File: src/rtl/if_stage_pkg.sv
// Shared pipeline definitions: word widths, NOP, fetch FSM encoding,
// fetch-buffer payload and the opcode/category constants used by decode.
package if_stage_pkg;

  localparam int unsigned XLEN = 32;
  localparam int unsigned ILEN = 32;

  localparam logic [ILEN-1:0] NOP_WORD = '0;

  typedef enum logic [1:0] {
    FS_FETCH = 2'd0,
    FS_WAIT  = 2'd1,
    FS_DROP  = 2'd2
  } fetch_state_e;

  typedef struct packed {
    logic [XLEN-1:0] pc;
    logic [ILEN-1:0] instr;
  } fetch_entry_t;

  // Major opcodes (instr[6:0])
  localparam logic [6:0] OPC_LOAD   = 7'b000_0011;
  localparam logic [6:0] OPC_OP_IMM = 7'b001_0011;
  localparam logic [6:0] OPC_AUIPC  = 7'b001_0111;
  localparam logic [6:0] OPC_STORE  = 7'b010_0011;
  localparam logic [6:0] OPC_OP     = 7'b011_0011;
  localparam logic [6:0] OPC_LUI    = 7'b011_0111;
  localparam logic [6:0] OPC_BRANCH = 7'b110_0011;
  localparam logic [6:0] OPC_JALR   = 7'b110_0111;
  localparam logic [6:0] OPC_JAL    = 7'b110_1111;
  localparam logic [6:0] OPC_SYSTEM = 7'b111_0011;

  typedef enum logic [2:0] {
    CAT_ALU    = 3'd0,
    CAT_LOAD   = 3'd1,
    CAT_STORE  = 3'd2,
    CAT_BRANCH = 3'd3,
    CAT_JUMP   = 3'd4,
    CAT_SYSTEM = 3'd5,
    CAT_ILLEGAL = 3'd7
  } instr_cat_e;

  // Clear the two byte-offset bits so an address is word aligned.
  function automatic logic [XLEN-1:0] align_word(input logic [XLEN-1:0] a);
    return a & ~XLEN'(3);
  endfunction

endpackage

File: src/rtl/fetch_fifo.sv
// Fetch buffer: small FIFO of fetched {pc, instr} entries with flush.
// Push when full and pop when empty are ignored; the fetch stage's credit
// scheme keeps both from happening.
module fetch_fifo #(
  parameter  int unsigned DEPTH = 2,
  parameter  int unsigned WIDTH = 64,
  localparam int unsigned CNT_W = $clog2(DEPTH + 1)
) (
  input  logic             clk_i,
  input  logic             rst_ni,
  input  logic             push_i,
  input  logic [WIDTH-1:0] data_i,
  input  logic             pop_i,
  input  logic             flush_i,
  output logic [WIDTH-1:0] head_o,
  output logic [CNT_W-1:0] count_o,
  output logic             empty_o
);

  localparam int unsigned PTR_W = (DEPTH > 1) ? $clog2(DEPTH) : 1;

  logic [WIDTH-1:0] mem_q [DEPTH];
  logic [PTR_W-1:0] rd_q, rd_d, wr_q, wr_d;
  logic [CNT_W-1:0] cnt_q, cnt_d;
  logic             do_push, do_pop;

  function automatic logic [PTR_W-1:0] inc_ptr(input logic [PTR_W-1:0] p);
    return (p == PTR_W'(DEPTH - 1)) ? '0 : p + PTR_W'(1);
  endfunction

  assign empty_o = (cnt_q == '0);
  assign do_push = push_i && (cnt_q != CNT_W'(DEPTH));
  assign do_pop  = pop_i && !empty_o;
  assign head_o  = mem_q[rd_q];
  assign count_o = cnt_q;

  // Pointer and occupancy next state; flush empties the buffer outright.
  always_comb begin
    rd_d  = rd_q;
    wr_d  = wr_q;
    cnt_d = cnt_q;
    if (flush_i) begin
      rd_d  = '0;
      wr_d  = '0;
      cnt_d = '0;
    end else begin
      if (do_push) wr_d = inc_ptr(wr_q);
      if (do_pop)  rd_d = inc_ptr(rd_q);
      cnt_d = cnt_q + CNT_W'(do_push) - CNT_W'(do_pop);
    end
  end

  // Pointer/occupancy registers.
  always_ff @(posedge clk_i or negedge rst_ni) begin
    if (!rst_ni) begin
      rd_q  <= '0;
      wr_q  <= '0;
      cnt_q <= '0;
    end else begin
      rd_q  <= rd_d;
      wr_q  <= wr_d;
      cnt_q <= cnt_d;
    end
  end

  // Storage array; contents are only meaningful below the occupancy count.
  always_ff @(posedge clk_i) begin
    if (do_push && !flush_i) mem_q[wr_q] <= data_i;
  end

endmodule

File: src/rtl/if_stage.sv
// Instruction fetch stage: one outstanding memory request, a small fetch
// buffer with credit-based request throttling, and a decode-facing output
// register that honours stall and branch redirect.
module if_stage
  import if_stage_pkg::*;
#(
  parameter logic [XLEN-1:0] RESET_PC  = 32'h0000_0000,
  parameter int unsigned     BUF_DEPTH = 2
) (
  input  logic            CLK,
  input  logic            RST_N,
  input  logic            STALL,
  input  logic            BR_TAKEN,
  input  logic [XLEN-1:0] BR_TARGET,
  output logic            IMEM_REQ,
  output logic [XLEN-1:0] IMEM_ADDR,
  input  logic            IMEM_GNT,
  input  logic            IMEM_RVALID,
  input  logic [ILEN-1:0] IMEM_RDATA,
  output logic [ILEN-1:0] INSTR,
  output logic [XLEN-1:0] PC_OUT,
  output logic            VALID_OUT
);

  localparam int unsigned      CNT_W   = $clog2(BUF_DEPTH + 1);
  localparam logic [CNT_W-1:0] DEPTH_C = CNT_W'(BUF_DEPTH);

  fetch_state_e    state_q, state_d;
  logic [XLEN-1:0] pc_q, pc_d;
  logic            req_q, req_d;
  logic [ILEN-1:0] instr_q, instr_d;
  logic [XLEN-1:0] pc_out_q, pc_out_d;
  logic            valid_q, valid_d;

  logic             fifo_push, fifo_pop, fifo_flush, fifo_empty;
  logic [CNT_W-1:0] fifo_count, count_d;
  fetch_entry_t     push_entry, head_entry;
  logic             gnt_ok;
  logic [XLEN-1:0]  br_pc;

  assign gnt_ok = req_q & IMEM_GNT;
  assign br_pc  = align_word(BR_TARGET);

  // In WAIT the fetch PC has already advanced past the granted address and
  // any redirect leaves WAIT for DROP, so the returning word belongs to pc-4.
  assign push_entry = '{pc: pc_q - XLEN'(4), instr: IMEM_RDATA};

  fetch_fifo #(
    .DEPTH (BUF_DEPTH),
    .WIDTH ($bits(fetch_entry_t))
  ) u_fetch_fifo (
    .clk_i   (CLK),
    .rst_ni  (RST_N),
    .push_i  (fifo_push),
    .data_i  (push_entry),
    .pop_i   (fifo_pop),
    .flush_i (fifo_flush),
    .head_o  (head_entry),
    .count_o (fifo_count),
    .empty_o (fifo_empty)
  );

  // Fetch FSM next state and fetch PC.
  always_comb begin
    state_d   = state_q;
    pc_d      = pc_q;
    fifo_push = 1'b0;
    case (state_q)
      FS_FETCH: begin
        if (gnt_ok) state_d = BR_TAKEN ? FS_DROP : FS_WAIT;
        if (BR_TAKEN)    pc_d = br_pc;
        else if (gnt_ok) pc_d = pc_q + XLEN'(4);
      end
      FS_WAIT: begin
        // A redirect on the response edge discards the word in place; the
        // request is already closed, so fetching restarts immediately.
        if (BR_TAKEN) begin
          pc_d    = br_pc;
          state_d = IMEM_RVALID ? FS_FETCH : FS_DROP;
        end else if (IMEM_RVALID) begin
          fifo_push = 1'b1;
          state_d   = FS_FETCH;
        end
      end
      FS_DROP: begin
        if (BR_TAKEN)    pc_d    = br_pc;
        if (IMEM_RVALID) state_d = FS_FETCH;
      end
      default: state_d = FS_FETCH;
    endcase
  end

  // Output register and buffer pop; redirect outranks stall.
  always_comb begin
    fifo_flush = BR_TAKEN;
    fifo_pop   = 1'b0;
    instr_d    = instr_q;
    pc_out_d   = pc_out_q;
    valid_d    = valid_q;
    if (BR_TAKEN) begin
      instr_d  = NOP_WORD;
      pc_out_d = '0;
      valid_d  = 1'b0;
    end else if (!STALL) begin
      if (!fifo_empty) begin
        fifo_pop = 1'b1;
        instr_d  = head_entry.instr;
        pc_out_d = head_entry.pc;
        valid_d  = 1'b1;
      end else begin
        instr_d  = NOP_WORD;
        pc_out_d = '0;
        valid_d  = 1'b0;
      end
    end
  end

  // Request is registered, so credit is judged on next-cycle occupancy.
  always_comb begin
    if (fifo_flush) count_d = '0;
    else            count_d = fifo_count + CNT_W'(fifo_push) - CNT_W'(fifo_pop);
    req_d = (state_d == FS_FETCH) && (count_d < DEPTH_C);
  end

  // Fetch FSM, fetch PC and request registers.
  always_ff @(posedge CLK or negedge RST_N) begin
    if (!RST_N) begin
      state_q <= FS_FETCH;
      pc_q    <= align_word(RESET_PC);
      req_q   <= 1'b0;
    end else begin
      state_q <= state_d;
      pc_q    <= pc_d;
      req_q   <= req_d;
    end
  end

  // Decode-facing output register.
  always_ff @(posedge CLK or negedge RST_N) begin
    if (!RST_N) begin
      instr_q  <= NOP_WORD;
      pc_out_q <= '0;
      valid_q  <= 1'b0;
    end else begin
      instr_q  <= instr_d;
      pc_out_q <= pc_out_d;
      valid_q  <= valid_d;
    end
  end

  assign IMEM_REQ  = req_q;
  assign IMEM_ADDR = pc_q;
  assign INSTR     = instr_q;
  assign PC_OUT    = pc_out_q;
  assign VALID_OUT = valid_q;

endmodule

File: config.mk
export PLATFORM = sky130hd
export DESIGN_NAME = if_stage
export DESIGN_NICKNAME = d
export VERILOG_FILES = /design/src/rtl/if_stage_pkg.sv /design/src/rtl/fetch_fifo.sv /design/src/rtl/if_stage.sv
export SDC_FILE = /design/constraint.sdc
export NUM_CORES = 1
export LEC_CHECK = 0
export CAP_MARGIN = 20
export CORE_MARGIN = 4
export CORE_UTILIZATION = 53
export CTS_CLUSTER_SIZE = 28
export DETAILED_ROUTE_END_ITERATION = 10
export PLACE_DENSITY = 0.84
export SETUP_SLACK_MARGIN = 0.05
export SLEW_MARGIN = 0
export SYNTH_ARGS = -nofsm -noshare
export SYNTH_HDL_FRONTEND = slang
export SYNTH_HIERARCHICAL = 1
export SYNTH_SLANG_ARGS = --single-unit
File: constraint.sdc
create_clock -name CLK -period 8.5 [get_ports CLK]
set_input_delay 1.7 -clock CLK [delete_from_list [all_inputs] [get_ports CLK]]
set_output_delay 1.7 -clock CLK [all_outputs]
set_load 0.05 [all_outputs]
==> summary.md <==
| Metric | Value |
|---|---|
| Run status | `finished, final reports clean` |
| Vias per cell | `5.83` |
| Postcts setup bufs | `0` |
| Die area | `roughly 0.021 mm²` |
| Max Clock Skew | `0.00853 ns` |
| Routed WL | `around 22 mm` |
| PostCTS Resize Cnt | `0` |
| Grt ovf | `0` |
| Post-synth top area share | `0.384` |
| Maxcap violations | `0` |
| Asr flop ratio synth | `0.443` |
| Comb power frac | `0.285` |
| # H-tree levels | `1` |
| Pwr Density | `about 290 mW/mm²` |
| Maximum VDD drop | `0.300 mV` |
| HPWL Detailed | `13.5 mm` |
| Top post-synthesis cells by area | `edfxtp_1 38%, dfrtp_1 25%, mux2_4 7.5%, a22o_1 5.6%, mux2_2 1.8%` |
| P&R area growth vs syn | `26.0%` |
| Fin Setup TNS | `0 ns` |
| Clock power share | `0.299` |
| CTS tree | `yes` |
| Gr usage total | `0.202` |
| WP data required | `8.92 ns` |
| Clk_lat worst skew | `0.50 ns` |
| DRC Markers | `0` |
| Tmin final | `about 4 ns` |
| First-pass GRT wire length | `35.0 mm` |
| Ports | `168` |
| Syn Area/Cell | `14.0 µm²` |
| Setup-failing EPs final | `0` |
| CTS Root Cell | `clkbuf_16` |
| Placeable Area | `0.0186 mm²` |
| Largest area contributor in the synthesized netlist | `edfxtp_1` |
| Row cnt | `50` |
| Sw Share | `0.352` |
| Post-synth EDFFs | `128` |
| DR WL/cell | `between 15 and 20 µm` |
| Crit path launch type | `primary input` |
| Number of global-route vias before repair | `between 6000 and 7000` |
| Flop pwr share | `0.416` |
| Diode count | `0` |
| Worst slack, placed | `between 4 and 5 ns` |
| Worst-path maximum fanout | `66` |
| Layout cells sized above 1 | `0.148` |
| Final net count | `941` |
| Initial DRC Count | `roughly 290` |
| List of most frequent post-synthesis cells | `128 x edfxtp_1, 102 x dfrtp_1, 64 x a22o_1` |
| CTS Buf Count | `25` |
| Hold Path Class | `flop to flop` |
| Post-synthesis sequential area ratio | `0.638` |
| Final ANT Viol Nets | `0` |
| Synth cell types | `52` |
| Starting Density | `0.537` |
| Mapped Area | `0.0100 mm²` |
| Period utilization | `0.463` |
| CTS Sinks | `230` |
| GPL Wtd Cong | `0.809` |
| Drt pass-1 iters | `5` |
| Arrival @ worst endpoint | `4.35 ns` |
| Count leader, synth | `edfxtp_1` |
| CP endpoint kind | `flop` |
| Port buffer count | `163` |
| Internal power | `2.38 mW` |
| Final Max Tran Viols | `0` |
| Worst-Margin Slew | `between 0.9 and 1 ns` |
| Rel. slew slack | `0.394` |
| Longest Clk Path Bufs | `3` |
| Pleak | `4.81 nW` |
| Die Y | `145 µm` |
| Initial antenna violation count | `0` |
| Number of synthesized register bits | `230` |
| Setup ws final | `4.57 ns` |
| Post-Synthesis Cells | `approximately 710` |
| NetSw | `1.29 mW` |
| RSZ-0062 raised after global routing | `no` |
| Final Util | `0.677` |
| Number of synthesis warnings | `6` |
| CTS Hold Buffers Added | `0` |
| Final hold viol count | `0` |
| Worst-path clk slew | `0.06 ns` |
| Primary FF master, synth | `edfxtp_1` |
| Largest net degree at the start of global routing | `between 60 and 70` |
| Routed via count | `6494` |
| Die width | `145 µm` |
| Peak Freq | `approximately 250 MHz` |
| Critical path class | `primary input to flop` |
## worst max-delay path, cell delays in order
cell and delay (ns):
clkdlybuf4s50_1 0.80, nor3_2 0.35, buf_4 0.65, ha_1 0.35, nor2b_1 0.13, xnor2_1 0.13
nor2_1 0.07, nor3_1 0.16
## registers in the layout, indices dropped and copies added (netlist names)
register	flops
u_fetch_fifo/mem_q	128
INSTR	32
PC_OUT	32
IMEM_ADDR	30
state_q	2
u_fetch_fifo/count_o	2
IMEM_REQ	1
VALID_OUT	1
u_fetch_fifo/rd_q	1
u_fetch_fifo/wr_q	1
## layout by cell type (no fill, tap or decap), types with 9 or more instances in the layout
cell type / n
clkbuf_16: 25
o22ai_1: 13
xnor2_1: 13
nand3_1: 12
nand2_1: 26
xor2_1: 18
nor3_1: 21
mux2_2: 16
a21oi_1: 30
edfxtp_1: 128
o21ai_0: 21
a22o_1: 64
mux2_4: 50
buf_4: 9
dfrtp_1: 101
nor2_1: 25
ha_1: 9
or3_1: 14
inv_1: 12
clkdlybuf4s50_1: 162
## logic make-up after synthesis
| kind of cell | Yosys count | synth area share |
|---|---|---|
| flip-flops | 230 | 0.638 |
| AO/OA/AOI/OAI | 167 | 0.122 |
| AND/OR/NAND/NOR | 143 | 0.0757 |
| buffers and inverters | 67 | 0.0321 |
| multiplexers | 66 | 0.0929 |
| XOR/XNOR | 31 | 0.0271 |
| adder cells (fa/ha/maj) | 9 | 0.0112 |
| other | 1 | 0.000374 |
## per-stage QoR
| step | power (mW) | hold WS (ns) | std cells | instance area (µm²) |
|---|---|---|---|---|
| 2_1_floorplan | 2.23 | 0.569 | 719 | 10000 |
| 3_3_place_gp | 2.55 | 0.458 | 1069 | 11800 |
| 3_5_place_dp | 2.58 | 0.485 | 1069 | 11800 |
| 4_1_cts | 3.69 | 0.503 | 1114 | 12600 |
| 5_1_grt | 3.85 | 0.513 | 1114 | 12600 |
| 6_report | 3.67 | 0.496 | 1114 | 12600 |
## area by class of cell
class                   instances  area, µm²
flip-flops and latches        230       6400
fillers                      1324       6020
multi-input cells             422       3360
repair buffers                171       1690
clock buffers                  32        662
well taps                     234        293
clock inverters                13        174
inverters                      12       45.0
## final timing paths
check | from | to | slack (ns) | cells after the start
hold / removal | INSTR[3] | INSTR[3] | 0.50 | 1
hold reg to reg | INSTR[3] | INSTR[3] | 0.50 | 1
setup reg to reg | IMEM_ADDR[2] | u_fetch_fifo/mem_q[0][52] | 5.67 | 7
min in group asynchronous | RST_N | INSTR[18] | 1.25 | 1
setup / recovery | BR_TAKEN | IMEM_REQ | 4.57 | 8
max in group asynchronous | RST_N | u_fetch_fifo/rd_q | 6.04 | 2
## power groups by stage
stage                     combinational, mW  clock [mW]  sequential, mW
after floorplan                       0.514           0            1.72
after global placement                 1.02           0            1.54
after detailed placement               1.04           0            1.54
after CTS                              1.05        1.13            1.52
after global routing                   1.12        1.18            1.55
final                                  1.05        1.10            1.53
## routing by layer
metal / track usage / vias to the layer above / part of all wire
li1: - / 3002 / -
met1: 0.288 / 3221 / 0.44
met2: 0.340 / 247 / 0.48
met3: 0.0268 / 24 / 0.060
met4: 0.0385 / 0 / 0.012
met5: 0 / - / 0
No activity file was read; power rests on OpenSTA's default activity.
